--- src/rtl/branch_predict_ctrl_pkg.sv ---
`default_nettype none
// +----------------------------------------------------------------------------+
// | Module      : branch_predict_ctrl_pkg                                       |
// | Description : Shared types and constants for the branch predictor: BTB     |
// |               entry layout, flush sequencer state encoding and 2-bit       |
// |               saturating counter values.                                   |
// | Ports       : none (package)                                               |
// | Revision    : 1.0 - initial release                                        |
// +----------------------------------------------------------------------------+
package branch_predict_ctrl_pkg;

  // Default geometry. The entry struct is sized from these, so any parameter
  // override on the top level has to be mirrored here.
  localparam int BTB_PC_WIDTH   = 16;
  localparam int BTB_INDEX_BITS = 4;
  localparam int BTB_TAG_WIDTH  = BTB_PC_WIDTH - BTB_INDEX_BITS;

  // 2-bit saturating counter values; bit 1 is the taken prediction
  localparam logic [1:0] CTR_SNT = 2'd0;
  localparam logic [1:0] CTR_WNT = 2'd1;
  localparam logic [1:0] CTR_WT  = 2'd2;
  localparam logic [1:0] CTR_ST  = 2'd3;

  typedef struct packed {
    logic                     valid;
    logic [BTB_TAG_WIDTH-1:0] tag;
    logic [BTB_PC_WIDTH-1:0]  target;
    logic [1:0]               ctr;
  } btb_entry_t;

  typedef enum logic [0:0] {
    ST_IDLE  = 1'b0,
    ST_FLUSH = 1'b1
  } fsm_state_t;

endpackage
`default_nettype wire

--- src/rtl/branch_predict_ctrl_btb_table.sv ---
`default_nettype none
// +----------------------------------------------------------------------------+
// | Module      : branch_predict_ctrl_btb_table                                 |
// | Description : Direct-mapped BTB storage. Combinational lookup port,        |
// |               synchronous update port with 2-bit saturating counters.      |
// | Ports       : clk, rst          - clock, async active-high reset           |
// |               rd_pc             - lookup PC                                |
// |               rd_hit/rd_taken   - entry hit, counter predicts taken        |
// |               rd_target         - stored target of the looked-up entry     |
// |               wr_en/wr_pc       - apply a resolved branch to the table     |
// |               wr_taken/wr_target- resolved outcome and target              |
// | Revision    : 1.0 - initial release                                        |
// +----------------------------------------------------------------------------+
module branch_predict_ctrl_btb_table
  import branch_predict_ctrl_pkg::*;
#(
  parameter int PC_WIDTH   = BTB_PC_WIDTH,
  parameter int INDEX_BITS = BTB_INDEX_BITS
) (
  input  logic                clk,
  input  logic                rst,
  input  logic [PC_WIDTH-1:0] rd_pc,
  output logic                rd_hit,
  output logic                rd_taken,
  output logic [PC_WIDTH-1:0] rd_target,
  input  logic                wr_en,
  input  logic [PC_WIDTH-1:0] wr_pc,
  input  logic                wr_taken,
  input  logic [PC_WIDTH-1:0] wr_target
);

  localparam int DEPTH = 2 ** INDEX_BITS;

  btb_entry_t r_mem [DEPTH];

  logic [INDEX_BITS-1:0] w_rd_idx;
  logic [INDEX_BITS-1:0] w_wr_idx;
  btb_entry_t            w_rd_entry;
  btb_entry_t            w_wr_entry;
  logic                  w_wr_hit;

  assign w_rd_idx   = rd_pc[INDEX_BITS-1:0];
  assign w_wr_idx   = wr_pc[INDEX_BITS-1:0];
  assign w_rd_entry = r_mem[w_rd_idx];
  assign w_wr_entry = r_mem[w_wr_idx];

  // Reads see the array before this cycle's write lands.
  assign rd_hit    = w_rd_entry.valid && (w_rd_entry.tag == rd_pc[PC_WIDTH-1:INDEX_BITS]);
  assign rd_taken  = w_rd_entry.ctr[1];
  assign rd_target = w_rd_entry.target;

  assign w_wr_hit  = w_wr_entry.valid && (w_wr_entry.tag == wr_pc[PC_WIDTH-1:INDEX_BITS]);

  always_ff @(posedge clk or posedge rst) begin
    if (rst) begin
      for (int i = 0; i < DEPTH; i++) begin
        r_mem[i] <= '{valid: 1'b0, tag: '0, target: '0, ctr: CTR_WNT};
      end
    end else if (wr_en) begin
      if (wr_taken) begin
        if (w_wr_hit) begin
          r_mem[w_wr_idx].target <= wr_target;
          if (w_wr_entry.ctr != CTR_ST) begin
            r_mem[w_wr_idx].ctr <= w_wr_entry.ctr + 2'd1;
          end
        end else begin
          // Taken miss evicts whatever lived at this index.
          r_mem[w_wr_idx] <= '{valid: 1'b1, tag: wr_pc[PC_WIDTH-1:INDEX_BITS],
                               target: wr_target, ctr: CTR_WT};
        end
      end else if (w_wr_hit && (w_wr_entry.ctr != CTR_SNT)) begin
        r_mem[w_wr_idx].ctr <= w_wr_entry.ctr - 2'd1;
      end
    end
  end

endmodule
`default_nettype wire

--- src/rtl/branch_predict_ctrl.sv ---
`default_nettype none
// +----------------------------------------------------------------------------+
// | Module      : branch_predict_ctrl                                          |
// | Description : Branch prediction and flush sequencer. Predicts next PC for  |
// |               IF from the BTB, accepts EX resolves, detects mispredicts,   |
// |               redirects the PC and holds IF/ID + ID/EX flush.              |
// | Ports       : Clk, Reset              - clock, async active-high reset     |
// |               FetchPC -> PredTaken/PredTarget (combinational lookup)       |
// |               Stall                   - freezes sequencer, blocks resolves |
// |               Resolve*                - EX-stage outcome and piped predict |
// |               Redirect/RedirectPC     - registered PC override pulse       |
// |               FlushIFID/FlushIDEX     - registered pipeline flushes        |
// | Option      : BRANCH_PREDICT_STATS_EN adds StatBranches/StatMispredicts    |
// | Revision    : 1.0 - initial release                                        |
// +----------------------------------------------------------------------------+
module branch_predict_ctrl
  import branch_predict_ctrl_pkg::*;
#(
  parameter int PC_WIDTH     = BTB_PC_WIDTH,
  parameter int INDEX_BITS   = BTB_INDEX_BITS,
  parameter int FLUSH_CYCLES = 2
) (
  input  logic                Clk,
  input  logic                Reset,
  input  logic [PC_WIDTH-1:0] FetchPC,
  output logic                PredTaken,
  output logic [PC_WIDTH-1:0] PredTarget,
  input  logic                Stall,
  input  logic                ResolveValid,
  input  logic [PC_WIDTH-1:0] ResolvePC,
  input  logic                ResolveTaken,
  input  logic [PC_WIDTH-1:0] ResolveTarget,
  input  logic                ResolvePredTaken,
  input  logic [PC_WIDTH-1:0] ResolvePredTarget,
  output logic                Redirect,
  output logic [PC_WIDTH-1:0] RedirectPC,
  output logic                FlushIFID,
`ifdef BRANCH_PREDICT_STATS_EN
  output logic [15:0]         StatBranches,
  output logic [15:0]         StatMispredicts,
`endif
  output logic                FlushIDEX
);

  localparam logic [2:0] C_FLUSH_INIT = 3'(FLUSH_CYCLES - 1);

  fsm_state_t            r_state;
  logic [2:0]            r_count;
  logic                  r_last_valid;
  logic [PC_WIDTH-1:0]   r_last_pc;

  logic                  w_hit;
  logic                  w_ctr_taken;
  logic [PC_WIDTH-1:0]   w_btb_target;
  logic                  w_dup;
  logic                  w_accept;
  logic                  w_mispredict;

  branch_predict_ctrl_btb_table #(
    .PC_WIDTH   (PC_WIDTH),
    .INDEX_BITS (INDEX_BITS)
  ) u_btb (
    .clk       (Clk),
    .rst       (Reset),
    .rd_pc     (FetchPC),
    .rd_hit    (w_hit),
    .rd_taken  (w_ctr_taken),
    .rd_target (w_btb_target),
    .wr_en     (w_accept),
    .wr_pc     (ResolvePC),
    .wr_taken  (ResolveTaken),
    .wr_target (ResolveTarget)
  );

  assign PredTaken  = w_hit && w_ctr_taken;
  assign PredTarget = w_hit ? w_btb_target : FetchPC + PC_WIDTH'(1);

  // EX can present the same branch twice back-to-back (e.g. held by a
  // hazard); only the first presentation trains the table.
  assign w_dup        = r_last_valid && (r_last_pc == ResolvePC);
  assign w_accept     = ResolveValid && !Stall && (r_state == ST_IDLE) && !w_dup;
  assign w_mispredict = w_accept &&
                        ((ResolveTaken != ResolvePredTaken) ||
                         (ResolveTaken && (ResolveTarget != ResolvePredTarget)));

  always_ff @(posedge Clk or posedge Reset) begin
    if (Reset) begin
      r_last_valid <= 1'b0;
      r_last_pc    <= '0;
    end else begin
      r_last_valid <= w_accept;
      if (w_accept) begin
        r_last_pc <= ResolvePC;
      end
    end
  end

  always_ff @(posedge Clk or posedge Reset) begin
    if (Reset) begin
      r_state    <= ST_IDLE;
      r_count    <= '0;
      Redirect   <= 1'b0;
      RedirectPC <= '0;
      FlushIFID  <= 1'b0;
      FlushIDEX  <= 1'b0;
    end else begin
      // Redirect is a single-cycle pulse regardless of Stall.
      Redirect <= 1'b0;
      case (r_state)
        ST_IDLE: begin
          if (w_mispredict) begin
            Redirect   <= 1'b1;
            RedirectPC <= ResolveTaken ? ResolveTarget : ResolvePC + PC_WIDTH'(1);
            FlushIFID  <= 1'b1;
            FlushIDEX  <= 1'b1;
            r_count    <= C_FLUSH_INIT;
            // A single-cycle flush needs no FLUSH state at all.
            r_state    <= (FLUSH_CYCLES == 1) ? ST_IDLE : ST_FLUSH;
          end else begin
            FlushIFID <= 1'b0;
            FlushIDEX <= 1'b0;
          end
        end
        ST_FLUSH: begin
          if (!Stall) begin
            if (r_count == 3'd0) begin
              r_state   <= ST_IDLE;
              FlushIFID <= 1'b0;
              FlushIDEX <= 1'b0;
            end else begin
              r_count <= r_count - 3'd1;
            end
          end
        end
        default: r_state <= ST_IDLE;
      endcase
    end
  end

`ifdef BRANCH_PREDICT_STATS_EN
  logic [15:0] r_stat_br;
  logic [15:0] r_stat_mp;

  always_ff @(posedge Clk or posedge Reset) begin
    if (Reset) begin
      r_stat_br <= '0;
      r_stat_mp <= '0;
    end else begin
      if (w_accept)     r_stat_br <= r_stat_br + 16'd1;
      if (w_mispredict) r_stat_mp <= r_stat_mp + 16'd1;
    end
  end

  assign StatBranches    = r_stat_br;
  assign StatMispredicts = r_stat_mp;
`endif

endmodule
`default_nettype wire

--- config.mk ---
export PLATFORM = sky130hd
export DESIGN_NAME = branch_predict_ctrl
export DESIGN_NICKNAME = d
export VERILOG_FILES = /design/src/rtl/branch_predict_ctrl_pkg.sv /design/src/rtl/branch_predict_ctrl_btb_table.sv /design/src/rtl/branch_predict_ctrl.sv
export SDC_FILE = /design/constraint.sdc
export NUM_CORES = 1
export LEC_CHECK = 0
export ABC_AREA = 1
export CAP_MARGIN = 5
export CORE_ASPECT_RATIO = 1.5
export CORE_MARGIN = 2
export CORE_UTILIZATION = 60
export CTS_CLUSTER_DIAMETER = 120
export DETAILED_ROUTE_END_ITERATION = 6
export PLACE_DENSITY_LB_ADDON = 0.1
export SLEW_MARGIN = 15
export SYNTH_ARGS = -nofsm -noshare
export SYNTH_HDL_FRONTEND = slang
export SYNTH_SLANG_ARGS = --single-unit
--- constraint.sdc ---
create_clock -name Clk -period 20.5 [get_ports Clk]
set_input_delay 3.075 -clock Clk [delete_from_list [all_inputs] [get_ports Clk]]
set_output_delay 3.075 -clock Clk [all_outputs]
set_load 0.03 [all_outputs]
==> flow_summary.json <==
{
  "grt_antenna_before_repair": 2,
  "floorplan.initialDensity_pct": 60.3,
  "synth_simple_gate_area_share_pct": 22.6,
  "floorplan.core_area_um2": 47500,
  "switching_share_of_power_pct": 32.3,
  "worst-endpoint-arrival_ns": 8.39,
  "synth.top_cell.area_share_pct": 45.4,
  "tritoncts": "done",
  "wl_um": 106000,
  "static-leakage-power_nw": 14.7,
  "grt_util_met2_pct": 69.2,
  "crit_path_top_delay_cell": "sky130_fd_sc_hd__buf_4",
  "synth_top_family_by_area": "simple AND/OR/NAND/NOR gates",
  "synthAdderAreaFrac_pct": 0.437,
  "grt_start_max_net_pins": 126,
  "postCtsResizedCells": 0,
  "nNetsFinal": 3896,
  "final.fill_count": 4084,
  "critical_path.startpoint_type": "input port",
  "wl_per_cell_um": 23.7,
  "min_period_over_period_pct": 55.9,
  "power_density_nw_per_um2": 98.8,
  "yosys-mux-area-fraction_pct": 0,
  "run_status": "finished clean",
  "detail_route.drc_violations": 0,
  "synth-compound-area-share_pct": 20.6,
  "grt_busiest_layer": "met2",
  "report.final.slew_viol_count": 0,
  "grt_use_total_pct": 42.6,
  "cts_post_setup_buffers_inserted": 0,
  "seq_power_share_pct": 44.4,
  "worst_skew_pair.late_latency_ns": 0.63,
  "placement_rows": 98,
  "worstMarginPinSlew_ns": 1.21,
  "primary_ff_master_synth": "sky130_fd_sc_hd__dfrtp_1",
  "detailedRoute.firstIterationViolations": 3477,
  "cts_buffer_depth": 3,
  "worstReg2RegStart": "u_btb.r_mem[215]",
  "synth_enable_flop_cells": 0,
  "final_hold_viol_count": 0,
  "reg2reg_to": "u_btb.r_mem[485]",
  "groute.layer.met1.usage_pct": 50.3,
  "reg2reg_depth": 16,
  "synth.lib_cells_used.distinct": 44,
  "chipWidth_um": 182,
  "post-dp-hpwl_um": 69200,
  "clk_pin_slew_ns": 0.06,
  "grt_pass1_wl_um": 159000,
  "dp_worst_setup_slack_ns": 9.17,
  "global_route.overflow_total": 0,
  "path_class": "in -> out",
  "cts.htree.levels": 2,
  "worstPathRequired_ns": 17.43,
  "layout-area-overhead-vs-synth_pct": 9.46,
  "slew_headroom_pct": 18.7,
  "synth_xor_area_share_pct": 0.979,
  "mappedNetlistNets": 3987,
  "fin_area_um2": 31300,
  "worst-r2r-setup-slack_ns": 16.04,
  "min_to": "u_btb.r_mem[309]",
  "critical_path.max_stage_delay_ns": 0.87,
  "post_synth_main_area_contributors": "sky130_fd_sc_hd__dfrtp_1, sky130_fd_sc_hd__nand2_1, sky130_fd_sc_hd__o21ai_0, sky130_fd_sc_hd__inv_1, sky130_fd_sc_hd__nor2_1",
  "final_antenna_net_count": 0,
  "hold_path_class": "reg -> reg",
  "clk_root_buffer_cell": "sky130_fd_sc_hd__clkbuf_16",
  "synth_top_cell_by_area": "sky130_fd_sc_hd__dfrtp_1",
  "synth_seq_area_share_pct": 46.8,
  "power_frac_clock_pct": 34.6,
  "buffer_ports.inserted": 105,
  "most_common_cell_on_crit_path": "sky130_fd_sc_hd__nand3_1",
  "post_synth_instance_area_um2": 28600,
  "crit_path_end_kind": "primary output",
  "vias_in_the_first_global_route": 26670,
  "critical_path_cell_list": "buf_6, buf_4, buf_4, a21oi_1, o21ai_0, nand3_1, nand3_1, nand3_1, nand2_1, nand4_1, nor3_1, nand2_1, o21ai_0, clkdlybuf4s50_1",
  "cts_num_sinks": 535,
  "share_of_cells_above_drive_strength_1_pct": 4.51,
  "final.setup.tns_ns": 0,
  "tritoncts.num_buffers": 53,
  "setup_viol": 0,
  "worstPathMaxFanout": 94,
  "internal-power_mw": 2.10,
  "synth_cells": 3907,
  "num_io_pins": 106,
  "fin_crit_ns": 11.47,
  "placedInstanceArea_um2": 29500,
  "clock.fmax_mhz": 87.2,
  "finalWeightedCongestion": 0.942,
  "setup_repair_after_global_routing_missed_its_margin": "no",
  "floorplan.die.height_um": 272,
  "final_util_pct": 66.1,
  "total_power_mw": 3.10,
  "power.combinational.fraction_pct": 21.1,
  "share_of_async_settable_or_async_resettable_flops_after_synthesis_pct": 100,
  "power.ir.vdd_worst_mv": 0.121,
  "synth-seq-cells": 535,
  "post_cts_hold_buffer_count": 0,
  "hp-start": "u_btb.r_mem[309]",
  "synthesis.yosys.warnings": 0,
  "crit_path_start": "FetchPC[0]",
  "min_path_cells": 2,
  "max-cap-violations": 0,
  "postSynthAreaPerCell_um2": 7.33,
  "worst_slack_ns": 9.03,
  "vias_per_cell": 6.28,
  "switching_power_mw": 1.00,
  "route.vias.total": 27987,
  "drtPass1Iterations": 7,
  "grt_use_met3_pct": 6.04,
  "design.die.area_um2": 49500,
  "finalClockSkew_ns": 0.0173
}
## metrics by stage
stage | hold WS, ns | cells
final | 0.469 | 4458
after global routing | 0.492 | 4457
after CTS | 0.472 | 4456
after detailed placement | 0.457 | 4361
after global placement | 0.445 | 4361
after floorplan | 0.430 | 3907
## flip-flops by register name, summed over array words and instances (netlist names)
signal and flops:
r_last_pc 16, r_state 1, u_btb.r_mem 496, r_last_valid 1
r_count 3, RedirectPC 16, FlushIDEX 1, Redirect 1
## kinds of logic (layout without fill, tap and decap cells)
kind of cell,Yosys count,count (layout)
xor+xnor,32,32
other cells,0,2
fa+ha+maj,10,10
flops,535,535
simple gates,1618,1618
compound gates,1101,1101
buf+inv,611,560
## worst max-delay path, delay by kind of cell
kind / cells / cell delay (ns)
compound gates: 3 / 0.70
buf+inv: 4 / 2.76
simple gates: 7 / 1.80
## metal layers
| metal | vias up | wire, um |
|---|---|---|
| met2 | 1544 | 50200 |
| met4 | 2 | 10200 |
| li1 | 12589 | - |
| met5 | - | 13 |
| met3 | 430 | 8010 |
| met1 | 13422 | 37400 |
## Yosys cell counts, types with 5 or more instances
cell type and count:
sky130_fd_sc_hd__nand2_1 1116, sky130_fd_sc_hd__o21ai_0 751, sky130_fd_sc_hd__dfrtp_1 519, sky130_fd_sc_hd__inv_1 318
sky130_fd_sc_hd__nor2_1 261, sky130_fd_sc_hd__nand3_1 182, sky130_fd_sc_hd__clkbuf_1 164, sky130_fd_sc_hd__a21oi_1 140
sky130_fd_sc_hd__buf_2 88, sky130_fd_sc_hd__o22ai_1 69, sky130_fd_sc_hd__o211ai_1 48, sky130_fd_sc_hd__o21ai_1 45
sky130_fd_sc_hd__xor2_1 29, sky130_fd_sc_hd__nand4_1 24, sky130_fd_sc_hd__dfstp_2 16, sky130_fd_sc_hd__buf_1 15
sky130_fd_sc_hd__buf_4 12, sky130_fd_sc_hd__ha_1 10, sky130_fd_sc_hd__nor3_1 10, sky130_fd_sc_hd__a21boi_0 9
sky130_fd_sc_hd__a221oi_1 9, sky130_fd_sc_hd__nand3_2 8, sky130_fd_sc_hd__a32o_1 7, sky130_fd_sc_hd__inv_2 7
sky130_fd_sc_hd__or2_2 6, sky130_fd_sc_hd__o211a_1 5
## power by group through the flow
stage	registers (mW)	clock network, mW	logic (mW)
2_1_floorplan	1.39	0	0.403
3_3_place_gp	1.38	0	0.620
3_5_place_dp	1.38	0	0.638
4_1_cts	1.37	1.07	0.643
5_1_grt	1.39	1.11	0.723
6_report	1.37	1.07	0.652
## cell type report
class | count | area [um2] | area share, %
diodes | 2 | 5.00 | 0.0160
clock buffers | 66 | 1460 | 4.65
clock inverters | 29 | 427 | 1.36
inverters | 328 | 1240 | 3.97
multi-input cells | 2761 | 12800 | 40.8
flip-flops and latches | 535 | 13400 | 42.8
well taps | 600 | 751 | 2.40
repair buffers | 137 | 1280 | 4.08
## worst max path at each step
| stage | to | slack, ns |
|---|---|---|
| 2_1_floorplan | FlushIDEX | 2.50 |
| 3_3_place_gp | PredTarget[0] | 9.30 |
| 3_5_place_dp | PredTarget[0] | 9.17 |
| 4_1_cts | PredTarget[0] | 9.14 |
| 5_1_grt | PredTarget[14] | 8.67 |
| 6_report | PredTarget[0] | 9.03 |
## placed cells by master (no fill, tap or decap), drive strengths merged, types with 66 or more instances in the layout
cell type         n
a21oi           140
clkbuf           66
clkdlybuf4s50   100
dfrtp           519
inv             327
nand2          1118
nand3           190
nor2            263
o21ai           796
o22ai            69
(Power assumes the default switching activity.)
